<file path="src/rtl/pair_transmitter.sv">
// rtl/pair_transmitter.sv - serialises an nBits word into 2-bit pairs, LSB pair first, one pair per divider tick
//
// Ports:
//   clock     - system clock, rising edge
//   reset     - asynchronous active-low reset
//   start     - send request, sampled only on a tick while idle
//   inData    - word captured when start is accepted
//   pairOut   - pair currently on the line
//   pairValid - pairOut carries a frame pair
//   busy      - frame in progress (sending or finishing)
//   ready     - last frame complete; held until the next accepted start
//   pairCount - number of 2'b11 pairs sent in the current/last frame
//   tick_out  - divider tick strobe

module pair_transmitter #(
    parameter int nBits       = 8,
    parameter int nOutputBits = 4,
    parameter int DIV_WIDTH   = 25
) (
    input  logic                   clock,
    input  logic                   reset,
    input  logic                   start,
    input  logic [nBits-1:0]       inData,
    output logic [1:0]             pairOut,
    output logic                   pairValid,
    output logic                   busy,
    output logic                   ready,
    output logic [nOutputBits-1:0] pairCount,
    output logic                   tick_out
);

    localparam int NPAIRS = nBits / 2;
    // A one-pair word still needs a 1-bit beat counter.
    localparam int BEAT_W = (NPAIRS > 1) ? $clog2(NPAIRS) : 1;
    localparam logic [BEAT_W-1:0] LAST_BEAT = BEAT_W'(NPAIRS - 1);

    typedef enum logic [1:0] {
        IDLE = 2'd0,
        SEND = 2'd1,
        DONE = 2'd2
    } state_t;

    state_t             state;
    logic [DIV_WIDTH-1:0] div;
    logic               tick;
    logic [nBits-1:0]   shreg;
    logic [BEAT_W-1:0]  beat;

    // Free-running divider; tick is the single cycle where it is all-ones.
    assign tick     = &div;
    assign tick_out = tick;

    always_ff @(posedge clock or negedge reset) begin
        if (!reset) begin
            div <= '0;
        end else begin
            div <= div + DIV_WIDTH'(1);
        end
    end

    always_ff @(posedge clock or negedge reset) begin
        if (!reset) begin
            state     <= IDLE;
            shreg     <= '0;
            beat      <= '0;
            pairOut   <= 2'b00;
            pairValid <= 1'b0;
            busy      <= 1'b0;
            ready     <= 1'b0;
            pairCount <= '0;
        end else if (tick) begin
            case (state)
                IDLE: begin
                    if (start) begin
                        shreg     <= inData;
                        beat      <= '0;
                        pairCount <= '0;
                        ready     <= 1'b0;
                        busy      <= 1'b1;
                        state     <= SEND;
                    end
                end
                SEND: begin
                    pairOut   <= shreg[1:0];
                    pairValid <= 1'b1;
                    if (shreg[1:0] == 2'b11) begin
                        pairCount <= pairCount + nOutputBits'(1);
                    end
                    shreg <= shreg >> 2;
                    beat  <= beat + BEAT_W'(1);
                    if (beat == LAST_BEAT) begin
                        state <= DONE;
                    end
                end
                DONE: begin
                    // Last pair has had its full tick period; drop the line.
                    pairValid <= 1'b0;
                    pairOut   <= 2'b00;
                    busy      <= 1'b0;
                    ready     <= 1'b1;
                    state     <= IDLE;
                end
                default: begin
                    state <= IDLE;
                end
            endcase
        end
    end

endmodule

</file>
<file path="config.mk">
export PLATFORM = sky130hd
export DESIGN_NAME = pair_transmitter
export DESIGN_NICKNAME = d
export VERILOG_FILES = /design/src/rtl/pair_transmitter.sv
export SDC_FILE = /design/constraint.sdc
export NUM_CORES = 1
export LEC_CHECK = 0
export BUFFER_PORTS_ARGS = -buffer_cell sky130_fd_sc_hd__buf_2
export CAP_MARGIN = 10
export CORE_MARGIN = 2
export CORE_UTILIZATION = 58
export CTS_CLUSTER_SIZE = 12
export DETAILED_ROUTE_END_ITERATION = 8
export PLACE_DENSITY = 0.78
export SYNTH_ARGS = -nofsm -noshare
export SYNTH_HDL_FRONTEND = slang
export SYNTH_SLANG_ARGS = --single-unit
</file>
<file path="constraint.sdc">
create_clock -name clock -period 3.23 [get_ports clock]
set_input_delay 0.646 -clock clock [delete_from_list [all_inputs] [get_ports clock]]
set_output_delay 0.646 -clock clock [all_outputs]
set_load 0.01 [all_outputs]
</file>
# After elaboration in Yosys (flattened, before gate mapping)
# Cells that the tools add are included.
[op_classes]
add_sub_neg = 3
bitwise = 0
n_mul = 0
n_mux = 16
eq_ne = 7
n_reduce_logical = 10
div = 0
shifts = 0
magnitude_cmp = 0
[op_table]
columns = ["operator", "count"]
rows = [
  ["27-bit AND reduction", 3],
  ["28-bit AND reduction", 1],
  ["26-bit AND reduction", 1],
  ["25-bit by 1-bit adder with 25-bit output (second input constant)", 1],
  ["25-bit AND reduction", 1],
  ["8-bit case mux with 2 select lines", 1],
  ["2-bit case mux with 2 select lines", 3],
  ["4-bit 2-to-1 mux", 2],
  ["8-bit 2-to-1 mux", 1],
  ["4-bit case mux with 2 select lines", 1],
  ["2-bit equality test (second input constant)", 3],
  ["2-bit 2-to-1 mux", 3],
  ["2-bit != test (second input constant)", 3],
  ["1-bit case mux with 2 select lines", 3],
  ["2-bit nonzero test", 3],
  ["4-bit by 1-bit adder with 4-bit output (second input constant)", 1],
  ["2-bit by 1-bit adder with 2-bit output (second input constant)", 1],
  ["2-bit by 1-bit equality test with 1-bit output (second input constant)", 1],
  ["2-bit logical NOT", 1],
  ["1-bit 2-to-1 mux", 2],
]
[word_totals]
latchBits = 0
reg_bits = 46
word_cells = 45
mem_bits_rw = 0
out_inout_bits = 10
memories = 0
input_bits = 11
romBits = 0

# Depth between registers and ports, before layout
[depth]
word_depth = 3
mapped_depth = 6
mapped_depth_nobuf = 6

# Worst setup path before layout
# Ideal clock, no wire load.
[synth_timing]
kind = "register -> output"
start = "register div[14]"
end = "output tick_out"
setup_slack_ns = 0.906
arrival_ns = 1.678
path_stages_with_launch = 5
required_ns = 2.584
n_path_buf = 1
cell_sequence = "dfrtp_1 > nand4_4 > or4_1 > buf_2 > nor3_1"
[synth_between]
elab_chain_len = 1
[synth_lines]
columns = ["item", "line", "text"]
rows = [
  ["start, declared", "44", "logic [DIV_WIDTH-1:0] div;"],
  ["start signal, assigned", "57", "div <= div + DIV_WIDTH'(1);"],
  ["25-bit AND reduction", "50", "assign tick = &div;"],
  ["end, declared", "29", "output logic tick_out"],
]
# Every way passes these cells.

# Final worst setup path
# Ends and elaborated chain as after synthesis.

==> key figures <==
Global routing
  • GRT Overall Usage: 22.3%
  • Global-route wire length before repair: 7420 um
  • Antenna violations before repair: 0
  • Total congestion overflow: 0
  • Pin count of the biggest net entering global routing: 47
  • Via count of the first global-routing pass: around 1700

Drt
  • Final Routed Wirelength: between 4000 and 5000 um
  • DRC violations left: 0
  • Antenna violation net count after detailed routing: 0
  • Violation count after the first detailed-route iteration: 55
  • Initial DRT Pass Iterations: 4
  • Number of vias in the routed layout: approximately 1600
  • Via density: 5.92
  • WL/cell: around 16 um

Timing
  • Final clock period utilization by the worst path: between 90% and 100%
  • Hold slack: between 0.4 and 0.5 ns
  • Relative slew slack: ~34%
  • Max Clk Rate: around 0.34 GHz
  • Slew of the pin with the lowest slew margin: 0.996 ns
  • Final worst-path setup slack: approximately 0.26 ns
  • Summed negative setup slack over all endpoints: 0 ns
  • Number of slew-limit violations in the final report: 0
  • Number of endpoints failing setup at the final stage: 0
  • Hold Fails Final Rpt: 0
  • Setup Skew: around 0.0048 ns
  • RSZ-0062 raised after global routing: no
  • Crit path time final: just under 3 ns

Critical path
  • Crit Path Class: flop to primary output
  • Crit-path slowest cell: or4_1
  • Maximum net fanout on the critical path: 9
  • CP Capture Type: primary output
  • Setup crit end: tick_out
  • Critical path origin: div[14]$_DFF_PN0_
  • Worst reg-to-reg setup slack: between 0.6 and 0.7 ns
  • Cell count of the worst reg-to-reg path: 4
  • List of cells traversed by the critical path: nand4_4 > or4_1 > nor3_1 > buf_2
  • Slowest Stage Delay on Critical Path: between 0.7 and 0.8 ns
  • Crit start category: flop
  • Startpoint of the worst register-to-register path: div[14]$_DFF_PN0_
  • Worst EP required: about 2.6 ns
  • Reg2reg end: shreg[2]$_DFFE_PN0P_
  • WP data arrival: roughly 2.3 ns

Run status
  • Status: finished, final reports clean

CTS
  • Buffer depth of the longest clock path: 2
  • Clock transition at the register clock pins on the worst setup and hold paths after CTS: around 0.08 ns
  • Count of H-tree levels built during CTS: 2
  • Number of gates given a new drive strength after cts: 0
  • Num CTS Buffers: 5
  • Clock latency at the later pin of the worst-skew pair: ~0.30 ns
  • Clock tree from TritonCTS: done
  • Hold-fix buffers at CTS: 0
  • Clock tree root buffer cell: clkbuf_8
  • Total setup buffers inserted after CTS: 0
  • Sink count of the clock tree: 46

Finish
  • Number of nets in the final layout: roughly 240
  • FILL cells: roughly 290
  • Diode count: 0
  • Finished Layout Cells: ~270
  • Multi-input logic area: ~1100 um2
  • Layout cells sized above 1: 23.8%
  • Sequential cell area in the final layout: about 1200 um2
  • Post-synthesis to final-layout area growth: 12.7%

Floorplanning
  • Effective utilization at floorplan: approximately three fifths
  • Row count: 22
  • Area of the core: about 3700 um2
  • Overall die area: approximately 4500 um2
  • Die height: around 67 um
  • Die outline width: about 67 um
  • I/O pin total: 21

Synth
  • Flip-flop and latch count after synthesis: 46
  • Synth Cell Area: around 2300 um2
  • Avg Cell Area, Syn: roughly 11 um2
  • Ys async rst share: 100%
  • EDFF count, synth: 0
  • Post-synth top cells: 46 x dfrtp_1, 20 x mux2_2, 14 x xor2_1, 13 x nand3_1
  • Most used standard cell by instance count after synthesis: dfrtp_1
  • Cell types with the largest area share after synthesis: dfrtp_1 50%, mux2_2 9.9%, xor2_1 5.4%, ha_1 4.4%, xnor2_1 3.5%
  • Post-synth top area share: around half
  • Yosys top cell by area: dfrtp_1
  • Nets in the synthesized netlist: between 200 and 250
  • Most used flip-flop cell after synthesis: dfrtp_1
  • Number of library cell types mapped by synthesis: 35
  • Synth warnings: 0
  • Gate Count Post-Synth: between 150 and 200
  • Share of synthesized area occupied by flip-flops and latches: 50.5%

Hold path
  • Worst Hold Class: flop to flop

Power
  • Worst vdd rail ir drop: ~250 uV
  • PwrDens: between 400 and 500 nW/um2
  • Static power due to leakage: approximately 1.3 nW

Place
  • Placed Cells incl. Taps: 263
  • HPWL after detailed placement: slightly below 3000 um
  • Post-Place Setup Slack: 0.600 ns
  • IO Port Bufs: 20
  • RD Place Congestion: 0.894

Flow run
  • Max cap viols: 0
routing by layer:
| layer | wire, um | GRT usage, % | vias to the layer above | part of all wire, % |
|---|---|---|---|---|
| met4 | 58 | 10.5 | 0 | 1.4 |
| met2 | 2240 | 39.6 | 29 | 52 |
| met3 | 142 | 4.22 | 7 | 3.3 |
| li1 | - | - | 752 | - |
| met1 | 1850 | 25.7 | 816 | 43 |
| met5 | 0 | 0 | - | 0 |
stage by stage:
stage | power (mW) | instance area [um2] | utilization [%]
2_1_floorplan | 0.591 | 2280 | -
3_3_place_gp | 0.608 | 2430 | 65.4
3_5_place_dp | 0.610 | 2430 | 65.4
4_1_cts | 1.13 | 2570 | 69.2
5_1_grt | 1.15 | 2570 | 69.2
6_report | 1.12 | 2570 | 69.2
sequential cells by signal (all words and copies together), names as in the netlist:
signal / flops
pairCount: 4
ready: 1
beat: 2
busy: 1
state: 2
pairValid: 1
div: 25
shreg: 8
pairOut: 2
worst max-delay path: cells and delay by family (launching register included):
family / cells / cell delay (ns)
buffers and inverters: 1 / 0.22
and+or+nand+nor: 3 / 1.35
DFF: 1 / 0.47
cell families (layout without fill, tap and decap cells):
logic type	Yosys count	after routing	share of synthesized area [%]
adders and majority gates	8	8	4.39
and+or+nand+nor	73	73	19.1
AOI/OAI and AO/OA	12	12	3.89
DFF	46	46	50.5
muxes	22	22	10.8
buffers and inverters	15	39	2.52
xor gates and xnor gates	23	23	8.83
cell type report:
class,instances,share of cell area (%)
clock buffer,6,3.21
clock inverter,2,2.34
sequential,46,44.8
multi-input combinational,138,41.7
timing repair buffer,21,4.18
tap,48,2.34
inverter,10,1.46
placed cells by master (no fill, tap or decap), types with 2 or more instances in the layout:
cell type,n
mux2i_1,2
xnor2_1,9
nor3_1,6
buf_2,20
nand4_1,5
o21ai_0,3
or3_1,2
mux2_2,20
and3_1,4
o211ai_1,2
nor4_1,5
clkbuf_8,6
or4_1,3
nand3_1,13
bufinv_16,2
nor2b_1,5
xor2_1,14
nand3b_1,2
inv_1,10
nand2_1,10
nor2_1,9
o31ai_1,3
and4_1,2
dfrtp_1,46
ha_1,8
power breakdown:
group          total, mW  switching [mW]  internal [mW]
registers          0.575               0          0.575
clock network      0.518           0.188          0.330
logic             0.0223          0.0143        0.00793
how the worst min path moves through the flow:
stage,start,to,slack [ns],cells after the start
2_1_floorplan,reset,beat[0]$_DFFE_PN0P_,0.35,0
3_3_place_gp,div[13]$_DFF_PN0_,div[13]$_DFF_PN0_,0.46,1
3_5_place_dp,div[13]$_DFF_PN0_,div[13]$_DFF_PN0_,0.46,1
4_1_cts,div[13]$_DFF_PN0_,div[13]$_DFF_PN0_,0.48,1
5_1_grt,div[13]$_DFF_PN0_,div[13]$_DFF_PN0_,0.50,1
6_report,div[0]$_DFF_PN0_,div[0]$_DFF_PN0_,0.48,1
(Power assumes the default switching activity.)
